===== config.mk =====
export PLATFORM = sky130hd
export DESIGN_NAME = fifo_rd_packer
export DESIGN_NICKNAME = d
export VERILOG_FILES = /design/src/rtl/fifo_rd_pkg.sv /design/src/rtl/fifo_rd_packer.sv
export SDC_FILE = /design/constraint.sdc
export NUM_CORES = 1
export LEC_CHECK = 0
export BUFFER_PORTS_ARGS = -buffer_cell sky130_fd_sc_hd__buf_2
export CAP_MARGIN = 20
export CORE_ASPECT_RATIO = 0.9
export CORE_UTILIZATION = 47
export DETAILED_ROUTE_END_ITERATION = 10
export GPL_ROUTABILITY_DRIVEN = 0
export PLACE_DENSITY_LB_ADDON = 0.15
export SLEW_MARGIN = 5
export SYNTH_ARGS = -nofsm -noshare
export SYNTH_HDL_FRONTEND = slang
export SYNTH_SLANG_ARGS = --single-unit
export TNS_END_PERCENT = 20

===== constraint.sdc =====
create_clock -name r_clk -period 3.9 [get_ports r_clk]
set_input_delay 0.78 -clock r_clk [delete_from_list [all_inputs] [get_ports r_clk]]
set_output_delay 0.78 -clock r_clk [all_outputs]
set_load 0.03 [all_outputs]

===== src/rtl/fifo_rd_pkg.sv =====
// fifo_rd_pkg: shared types, defaults and helpers for the FIFO read-side byte packer.
package fifo_rd_pkg;

   typedef enum logic [1:0] {FILL, DRAIN, EMIT} state_t;

   localparam int DEF_DATA_WIDTH = 8;
   localparam int DEF_PACK_N     = 4;

   // One bit of the keep mask: lane is live when it is below the landed byte count.
   function automatic logic keep_bit(input int n, input int lane);
      return lane < n;
   endfunction

endpackage


===== src/rtl/fifo_rd_packer.sv =====
// fifo_rd_packer: pops bytes from the async FIFO read port and packs PACK_N of them per word.
// A flush emits any partial word with a lane keep mask so a burst tail is never stranded.
module fifo_rd_packer
   import fifo_rd_pkg::*;
#(
   parameter int DATA_WIDTH = DEF_DATA_WIDTH,
   parameter int PACK_N     = DEF_PACK_N
) (
   input  logic                         r_clk,
   input  logic                         rrst_n,
   input  logic                         fifo_empty,
   input  logic [DATA_WIDTH-1:0]        fifo_data,
   output logic                         fifo_r_en,
   input  logic                         flush,
   output logic                         out_valid,
   input  logic                         out_ready,
   output logic [DATA_WIDTH*PACK_N-1:0] out_data,
   output logic [PACK_N-1:0]            out_keep,
   output logic [15:0]                  out_words
);

   localparam int            CW       = $clog2(PACK_N + 1);
   localparam logic [CW-1:0] CNT_FULL = CW'(PACK_N);
   localparam logic [CW:0]   LIM      = (CW + 1)'(PACK_N);

   state_t                             state, state_nxt;
   logic                               run, rd_pend;
   logic [CW-1:0]                      cnt;
   logic [PACK_N-1:0][DATA_WIDTH-1:0]  acc, part;
   logic [PACK_N-1:0]                  keep_nxt;
   logic                               slot_free, full, room, load;

   always_comb begin
      slot_free = !out_valid || out_ready;
      full      = cnt == CNT_FULL;
      room      = ({1'b0, cnt} + {{CW{1'b0}}, rd_pend}) < LIM;
      load      = slot_free && ((state == FILL && full) || (state == EMIT && cnt != '0));
      // Counting the in-flight pop keeps cnt + rd_pend within PACK_N.
      fifo_r_en = run && !fifo_empty && state == FILL && !flush && (room || (full && slot_free));
      for (int i = 0; i < PACK_N; i++) begin
         keep_nxt[i] = keep_bit(int'(cnt), i);
         part[i]     = keep_nxt[i] ? acc[i] : '0;
      end
   end

   always_comb begin
      state_nxt = state;
      case (state)
         FILL:    state_nxt = flush ? DRAIN : FILL;
         DRAIN:   state_nxt = rd_pend ? DRAIN : EMIT;
         default: state_nxt = (cnt == '0 || slot_free) ? FILL : EMIT;
      endcase
   end

   always_ff @(posedge r_clk or negedge rrst_n)
      if (!rrst_n) state <= FILL;
      else         state <= state_nxt;

   always_ff @(posedge r_clk or negedge rrst_n)
      if (!rrst_n) begin
         run       <= 1'b0;
         rd_pend   <= 1'b0;
         cnt       <= '0;
         acc       <= '0;
         out_valid <= 1'b0;
         out_data  <= '0;
         out_keep  <= '0;
         out_words <= '0;
      end else begin
         run     <= 1'b1;
         rd_pend <= fifo_r_en;
         for (int i = 0; i < PACK_N; i++)
            if (rd_pend && cnt == CW'(i)) acc[i] <= fifo_data;
         cnt <= load ? '0 : cnt + CW'(rd_pend);
         if (out_valid && out_ready) out_words <= out_words + 16'd1;
         // A full word has every lane live, so the masked view serves both loads.
         if (load) begin
            out_valid <= 1'b1;
            out_data  <= part;
            out_keep  <= keep_nxt;
         end else if (out_ready) out_valid <= 1'b0;
      end

endmodule


# Yosys cells after proc, flatten, opt, wreduce, memory -nomap -nowiden
# Index checks and enable logic that the tools add are counted.
totals:
  wordCells: 61
  register_bits: 92
  input_bits: 13
op_classes:
  n_reduce_logical: 24
  n_eq_ne: 6
  add_sub_neg: 3
  muxes: 11
  magnitude_cmp: 5
ops:
  columns: ["cell", "n"]
  rows:
  - ["two-way mux 8 bit", 4]
  - ["adder 16 x 1 -> 16 bit, second input constant", 1]
  - ["logical AND 1 bit", 13]
  - ["equality test 3 x 2 -> 1 bit, second input constant", 2]
  - ["less-than comparator 1 x 3 -> 1 bit, first input constant", 2]
  - ["less-than comparator 2 x 3 -> 1 bit, first input constant", 2]
  - ["adder 3 x 1 -> 4 bit", 1]
  - ["logical OR 1 bit", 4]
  - ["less-than comparator 4 x 3 -> 1 bit, second input constant", 1]
  - ["two-way mux 2 bit", 2]
  - ["case mux 2 bit (2 select lines)", 1]
  - ["adder 3 x 1 -> 3 bit", 1]
  - ["equality test 3 x 1 -> 1 bit, second input constant", 1]
  - ["equality test 3 bit, second input constant", 1]
  - ["logical NOT 1 bit", 3]
  - ["logical NOT 3 bit", 1]
  - ["two-way mux 1 bit", 3]
  - ["two-way mux 3 bit", 1]
  - ["nonzero test 3 bit", 1]
  - ["equality test 2 x 1 -> 1 bit, second input constant", 1]
  - ["equality test 2 bit, second input constant", 1]
  - ["logical NOT 2 bit", 1]
  - ["nonzero test 2 bit", 1]

# Logic depth before layout (Yosys ltp)
# Gate-level depths: netlist (run 1).
logic_depth:
  word_depth: 5
  depth_mapped: 6
  ltp_nobuf: 5

# Least setup slack after synthesis (run 1)
# OpenSTA, ideal clock, no wires.
synth_timing:
  kind: "input -> output"
  from: "input port flush"
  to: "output port fifo_r_en"
  path_buffers: 0
  path_stages: 3
  required_ps: 3120
  slack_ps: 1517
  t_arrival_ps: 1603
  path_cell_list: "nor4_1 -> nand3_1 -> a21oi_1"
synth_via:
  elab_chain_len: 3
synth_rtl:
  columns: ["item", "line", "rtl"]
  rows:
  - ["start, declared", "fifo_rd_packer.sv:14", "input logic flush,"]
  - ["logical NOT 1 bit", "fifo_rd_packer.sv:39", "fifo_r_en = run && !fifo_empty && state == FILL && !flush && (room || (full && slot_free));"]
  - ["logical AND 1 bit (2 in a row)", "fifo_rd_packer.sv:39", null]
  - ["end, declared", "fifo_rd_packer.sv:13", "output logic fifo_r_en,"]
# Every way passes these cells.

# Worst setup path in the final report (run 1)
layout_timing:
  from: "register cnt[0]"
  to: "output port fifo_r_en"
layout_via:
  elab_chain_len: 4
layout_rtl:
  columns: ["item", "line", "rtl"]
  rows:
  - ["start, declared", "fifo_rd_packer.sv:28", "logic [CW-1:0] cnt;"]
  - ["start signal, assigned", "fifo_rd_packer.sv:74", "cnt <= load ? '0 : cnt + CW'(rd_pend);"]
  - ["adder 3 x 1 -> 4 bit / equality test 3 bit (equally long branches)", "fifo_rd_packer.sv:36, fifo_rd_packer.sv:35", null]
  - ["less-than comparator 4 x 3 -> 1 bit / logical AND 1 bit (equally long branches)", "fifo_rd_packer.sv:36, fifo_rd_packer.sv:39", null]
  - ["logical OR 1 bit *", "fifo_rd_packer.sv:39", null]
  - ["logical AND 1 bit *", "fifo_rd_packer.sv:39", null]
# Every way passes the cells marked *; elsewhere a longest branch is shown, timed or not.

==> flow_summary_export.csv, run 1 <==
group,metric,value,unit
status,status,"finished clean",
clock_network,cts-buffers-inserted,9,
placed_design,hpwl,4610,um
setup_path,cp_max_fo,11,
placed_design,placed_area,4130,um^2
setup_path,cp-start-kind,"flop",
setup_path,cp-end-kind,"output port",
pwr,peakVddDrop,0.326,mV
die,ios,67,
sta,finalSetupViolCount,0,
synth,synth_top_area_frac,0.620,
grt,grt_pass1_wl,11400,um
grt,grt_antenna_before_repair,0,
clock_network,post_cts_buffers,0,
setup_path,slowest_delay,0.53,ns
clock_network,clockBufferDepth,2,
cells_and_area,post-route-cell-area,4350,um^2
pwr,power_density,672,nW/um^2
cells_and_area,post-route-util,0.574,
setup_path,cp_cell_sequence,"ha_1, ha_1, nand2b_1, nand3_1, a21oi_1, buf_2",
sta,max_slew_margin,0.557,
cells_and_area,layout.nets,370,
synth,seq_area_frac_synth,0.620,
setup_path,path_buf_inv,1,
sta,timing.final.crit_share,0.694,
synth,syn-num-nets,302,
clock_network,htreeDepth,3,
detailed_routing,drt_iter0_drc,79,
synth,synth-edff-count,0,
placed_design,pre_cts_slack,1.31,ns
setup_path,critPathKind,"flop to output port",
synth,synth_top_area_cell,"dfrtp_1",
sta,tightest_slew,0.662,ns
synth,synth.avg_cell_area,13.0,um^2
sta,final-max-slew-violation-count,0,
clock_network,cts.sinks,92,
detailed_routing,viasPerCell,5.18,
sta,fmax,369,MHz
synth,synth_ff_type,"dfrtp_1",
detailed_routing,wl_per_cell,15.4,um
grt,grt_pass1_vias,2267,
synth,syn-instance-count,286,
setup_path,cpMostUsedCell,"ha_1",
detailed_routing,vias,2359,
clock_network,ctsResizeCount,0,
die,core-area,7580,um^2
detailed_routing,drt_pass1_iterations,4,
die,dieHeight,86.3,um
die,rows,30,
cells_and_area,synthToLayoutAreaGrowth,17.2,%
sta,setup_tns,0,ns
hold_path,holdCritPathClass,"input pin to async pin",
synth,synth.most_common_cell,"dfrtp_1",
clock_network,clkLatencyLatePin,0.36,ns
detailed_routing,wl,6990,um
synth,async_reset_ff_frac,1.00,
setup_path,critical_path_arrival,1.93,ns
sta,worst_slack,1.19,ns
detailed_routing,ant_nets,0,
grt,grt_start_max_net_pins,52,
synth,post_synth_num_cell_types,40,
grt,grt_usage,0.185,
cells_and_area,antenna_cells,0,
synth,ys_ff_latch,92,
setup_path,crit_family,"flip-flops",
synth,synthTopCellsByCount,"dfrtp_1 (92), mux2_2 (39), nand3_1 (22), inv_1 (18), o21ai_0 (17)",
sta,fin_crit,2.71,ns
placed_design,io_buffer_count,66,
die,die-area,8260,um^2
sta,rsz0062_at_grt,"no",
setup_path,critPathSlowestCell,"dfrtp_1",
clock_network,cts-root-buf,"clkbuf_8",
clock_network,cts_hold_buf,0,
clock_network,path_clk_slew,0.09,ns
die,dieWidth,95.7,um
synth,synth_area_leaders,"dfrtp_1 (62%), mux2_2 (12%), nand3_1 (3.0%)",
pwr,p_leak,2.18,nW
sta,hold_violations,0,
flow_run,maxCapViolCount,0,
synth,syn_area,3710,um^2
synth,yosysWarningCount,0,
cells_and_area,drive_above_1_share,0.365,
grt,grt_overflow,0,
clock_network,tritoncts,"done",
setup_path,worst_ep_required_time,3.12,ns
detailed_routing,remaining_drc_errors,0,
sta,final.setup_skew,0.0100,ns
die,start_util,0.490,
-- per-layer routing --
layer | global-route usage | up-vias | wire, um
li1 | - | 1125 | -
met1 | 0.248 | 1178 | 3300
met2 | 0.291 | 48 | 3290
met3 | 0.0596 | 8 | 320
met4 | 0.0488 | 0 | 80
met5 | 0 | - | 0
-- flip-flops by register name, summed over array words and instances (netlist names) --
| name | flops |
|---|---|
| rd_pend | 1 |
| out_words | 16 |
| out_valid | 1 |
| out_data | 32 |
| state | 2 |
| out_keep | 4 |
| cnt | 3 |
| run | 1 |
| acc | 32 |
-- worst register-to-register path, delay by kind of cell, from the launching register on --
| family | cells | cell delay, ns |
|---|---|---|
| buffers and inverters | 1 | 0.44 |
| flip-flops | 1 | 0.64 |
| multiplexers | 1 | 0.42 |
| AND/OR/NAND/NOR | 2 | 0.41 |
-- path summary, 6_finish.rpt --
path / slack (ns) / cells past startpoint / from / endpoint
min: 0.44 / 1 / rrst_n / state[0]
min in group r_clk: 0.47 / 1 / out_words[15] / out_words[15]
max reg2reg: 1.88 / 4 / cnt[1] / out_data[1]
max: 1.19 / 6 / cnt[0] / fifo_r_en
min reg2reg: 0.47 / 1 / out_words[15] / out_words[15]
max in group asynchronous: 2.71 / 2 / rrst_n / out_data[3]
-- cell usage in the layout (no fill, tap or decap), types with 3 or more instances in the layout --
cell / instances
dfrtp_1: 92
nor4_1: 3
nor3_1: 4
o21ai_0: 17
clkbuf_8: 9
mux2_1: 4
xnor2_1: 7
a22o_1: 8
buf_2: 65
inv_1: 18
nand3_1: 22
ha_1: 3
nand2_1: 9
nor2b_1: 3
buf_4: 6
nand2b_1: 3
a21oi_1: 3
nor2_1: 7
xor2_1: 8
mux2_2: 39
-- cells by family (layout without fill, tap and decap cells) --
| logic type | Yosys count | after routing | share of synthesized area |
|---|---|---|---|
| mux | 44 | 44 | 0.133 |
| fa+ha+maj | 3 | 3 | 0.0101 |
| other cells | 1 | 1 | 0.00101 |
| buf+inv | 32 | 105 | 0.0377 |
| flops | 92 | 92 | 0.620 |
| simple gates | 64 | 64 | 0.101 |
| compound gates | 35 | 35 | 0.0617 |
| xor+xnor | 15 | 15 | 0.0354 |
-- per-stage QoR --
stage | cells | hold WS [ns] | power (mW)
after floorplan | 286 | 0.460 | 2.02
after global placement | 438 | 0.458 | 2.23
after detailed placement | 438 | 0.456 | 2.26
after CTS | 454 | 0.462 | 2.96
after global routing | 455 | 0.485 | 3.09
final | 455 | 0.443 | 2.92
-- power by group --
part | internal [mW] | switching, mW | leakage, nW | total (mW)
Sequential | 1.21 | 0.176 | 1.21 | 1.38
Clock | 0.363 | 0.331 | 0.111 | 0.694
Combinational | 0.337 | 0.508 | 0.857 | 0.845
Total | 1.91 | 1.02 | 2.18 | 2.92
-- layout make-up --
type | count | area (um^2)
Tap cell | 96 | 120
Multi-Input combinational cell | 162 | 1280
Fill cell | 656 | 3230
Sequential cell | 92 | 2300
Inverter | 18 | 67.6
Timing Repair Buffer | 71 | 370
Clock inverter | 6 | 87.6
Clock buffer | 10 | 128
No activity file was read; power rests on OpenSTA's default activity.
==> inputs of run 2 (changes only) <==
--- a/config.mk
+++ b/config.mk
@@ -5,6 +5,7 @@
 export SDC_FILE = /design/constraint.sdc
 export NUM_CORES = 1
 export LEC_CHECK = 0
+export ABC_AREA = 1
 export BUFFER_PORTS_ARGS = -buffer_cell sky130_fd_sc_hd__buf_2
 export CAP_MARGIN = 20
 export CORE_ASPECT_RATIO = 0.9
==> constraint.sdc (replaced) <==
create_clock -name r_clk -period 2.79 [get_ports r_clk]
set_input_delay 0.558 -clock r_clk [delete_from_list [all_inputs] [get_ports r_clk]]
set_output_delay 0.558 -clock r_clk [all_outputs]
set_load 0.03 [all_outputs]
==> run 2 against run 1 <==
- register-to-register slack lost 0.78 ns
- flip-flop and latch count is the same
- global-route usage grew 1.2 points
- cell count grew 24%
- clock-buffer cell count grew 2
- highest routed layer unchanged
==> flow_summary_export.csv, run 2 <==
group,metric,value,unit
detailed_routing,drt_pass1_iterations,4,
setup_path,cp-end-kind,"output port",
sta,final-max-slew-violation-count,0,
detailed_routing,viasPerCell,4.88,
synth,syn_area,3720,um^2
clock_network,htreeDepth,3,
status,status,"finished clean",
synth,synth_top_area_cell,"dfrtp_1",
synth,synth_ff_type,"dfrtp_1",
cells_and_area,final_cells,562,
flow_run,maxCapViolCount,0,
cells_and_area,layout_commonest_cell,"nand2_1",
sta,finalSetupViolCount,0,
clock_network,tritoncts,"done",
setup_path,crit_family,"flip-flops",
cells_and_area,num-fill-cells,736,
synth,yosysWarningCount,0,
setup_path,cp_cell_sequence,"ha_1, ha_1, xnor2_1, nand2_1, a21oi_1, buf_2",
synth,seq_area_frac_synth,0.619,
clock_network,path_clk_slew,0.08,ns
detailed_routing,wl_per_cell,12.7,um
setup_path,worst_ep_required_time,2.23,ns
setup_path,cp-start-kind,"flop",
sta,hold_violations,0,
die,dieHeight,86.4,um
sta,max_slew_margin,0.619,
clock_network,cts-buffers-inserted,9,
setup_path,cp_max_fo,6,
synth,synth-edff-count,0,
placed_design,placed_area,4140,um^2
clock_network,ctsResizeCount,0,
detailed_routing,vias,2744,
cells_and_area,drive_above_1_share,0.204,
placed_design,io_buffer_count,66,
cells_and_area,layout.nets,479,
setup_path,critical_path_arrival,1.86,ns
clock_network,cts-root-buf,"clkbuf_8",
setup_path,critPathKind,"flop to output port",
clock_network,clockBufferDepth,2,
cells_and_area,layout_common_cells,"nand2_1 (141), dfrtp_1 (92), buf_2 (65), o21ai_0 (34), inv_1 (31)",
synth,synth_area_leaders,"dfrtp_1 (62%), nand2_1 (14%), o21ai_0 (4.6%)",
synth,syn-instance-count,396,
clock_network,post_cts_buffers,0,
hold_path,holdCritPathClass,"input pin to async pin",
synth,synth.most_common_cell,"nand2_1",
grt,grt_pass1_vias,2652,
sta,rsz0062_at_grt,"no",
placed_design,place_inst,548,
pwr,internal_power,2.75,mW
cells_and_area,post-route-cell-area,4300,um^2
sta,setup_tns,0,ns
die,core-area,7580,um^2
cells_and_area,synthToLayoutAreaGrowth,15.6,%
pwr,pwr-share-comb,0.395,
detailed_routing,drt_iter0_drc,156,
die,dieWidth,95.7,um
synth,synthTopCellsByCount,"nand2_1 (141), dfrtp_1 (92), o21ai_0 (34), inv_1 (31), o21ai_1 (20)",
grt,grt_overflow,0,
grt,grt_pass1_wl,12300,um
sta,timing.final.crit_share,0.867,
cells_and_area,antenna_cells,0,
synth,async_reset_ff_frac,1.00,
synth,syn-num-nets,412,
pwr,power_density,1130,nW/um^2
synth,post_synth_num_cell_types,25,
die,ios,67,
pwr,seqPwrFrac,0.447,
grt,grt_usage,0.197,
detailed_routing,ant_nets,0,
sta,final.setup_skew,0.00724,ns
placed_design,hpwl,4980,um
pwr,peakVddDrop,0.539,mV
setup_path,cpMostUsedCell,"ha_1",
clock_network,cts_hold_buf,0,
die,start_util,0.490,
setup_path,slowest_delay,0.44,ns
grt,grt_start_max_net_pins,93,
setup_path,path_buf_inv,1,
synth,ys_ff_latch,92,
clock_network,clkLatencyLatePin,0.35,ns
sta,fin_crit,2.42,ns
pwr,netSwitchingPower,2.09,mW
pwr,clkPwrFrac,0.158,
pwr,sw_frac_of_total,0.431,
clock_network,cts.sinks,92,
sta,tightest_slew,0.569,ns
setup_path,critPathSlowestCell,"dfrtp_1",
detailed_routing,wl,7160,um
synth,synth.avg_cell_area,9.39,um^2
die,rows,30,
synth,synth_top_area_frac,0.619,
sta,fmax,413,MHz
pwr,p_leak,2.26,nW
cells_and_area,reg.largest.list,"acc: 32 flops, out_data: 32 flops, out_words: 16 flops",
die,die-area,8270,um^2
grt,grt_antenna_before_repair,0,
detailed_routing,remaining_drc_errors,0,
run 2: cell types whose count changed after synthesis, sizes merged, moves of 8 or more:
| cell | delta |
|---|---|
| inv | +14 |
| mux2 | -42 |
| nand2 | +133 |
| a22o | -8 |
| nor2 | +11 |
| nand3 | -10 |
| o21ai | +44 |
run 2: layer usage:
layer  vias up  part of all wire  wire, um  GRT usage
met4         0            0.0084        60     0.0448
met3         7             0.052       374     0.0640
li1       1390                 -         -          -
met2        53              0.45      3260      0.311
met1      1294              0.48      3470      0.266
met5         -                 0         0          0
run 2: area by class of cell:
type                    instances  area (um^2)  share of cell area
clock buffers                  12          145              0.0338
clock inverters                 2         12.5             0.00291
inverters                      32          120              0.0279
multi-input cells             260         1220               0.285
flip-flops and latches         92         2300               0.536
well taps                      96          120              0.0279
repair buffers                 68          373              0.0868
run 2: cell families after synthesis:
kind of cell	Yosys count	share of synthesized area
mux	1	0.00303
xor+xnor	13	0.0306
simple gates	179	0.193
buf+inv	44	0.0512
fa+ha+maj	3	0.0101
compound gates	63	0.0922
flops	92	0.619
other cells	1	0.00101
run 2: per-stage QoR:
| stage | utilization | hold WS (ns) | total power [mW] | setup WS (ns) |
|---|---|---|---|---|
| 3_3_place_gp | 0.546 | 0.453 | 4.09 | 0.799 |
| 4_1_cts | 0.567 | 0.245 | 4.91 | 0.345 |
| 2_1_floorplan | - | 0.262 | 3.54 | 0.692 |
| 5_1_grt | 0.567 | 0.276 | 5.23 | 0.192 |
| 3_5_place_dp | 0.546 | 0.456 | 4.13 | 0.752 |
| 6_report | 0.567 | 0.227 | 4.84 | 0.371 |
run 2: path summary, 6_finish.rpt:
path / startpoint / end / slack, ns / cells past startpoint
max: cnt[0] / fifo_r_en / 0.37 / 6
min: rrst_n / out_words[0] / 0.23 / 2
max reg2reg: cnt[2] / acc[14] / 1.10 / 3
min reg2reg: out_keep[0] / out_keep[0] / 0.47 / 1
max in group asynchronous: rrst_n / acc[11] / 2.17 / 2
min in group r_clk: flush / state[0] / 0.43 / 3
run 2: power by group through the flow:
stage	clock (mW)	combinational [mW]	sequential [mW]
3_3_place_gp	0	1.92	2.17
5_1_grt	0.851	2.15	2.23
2_1_floorplan	0	0.857	2.69
4_1_cts	0.798	1.94	2.17
3_5_place_dp	0	1.94	2.19
6_report	0.765	1.91	2.16
run 2: worst reg2reg max path, stage by stage, from the launching register on:
cell and delay (ns):
dfrtp_1 0.54, nor2_1 0.27, nand3_1 0.46, o21ai_0 0.34
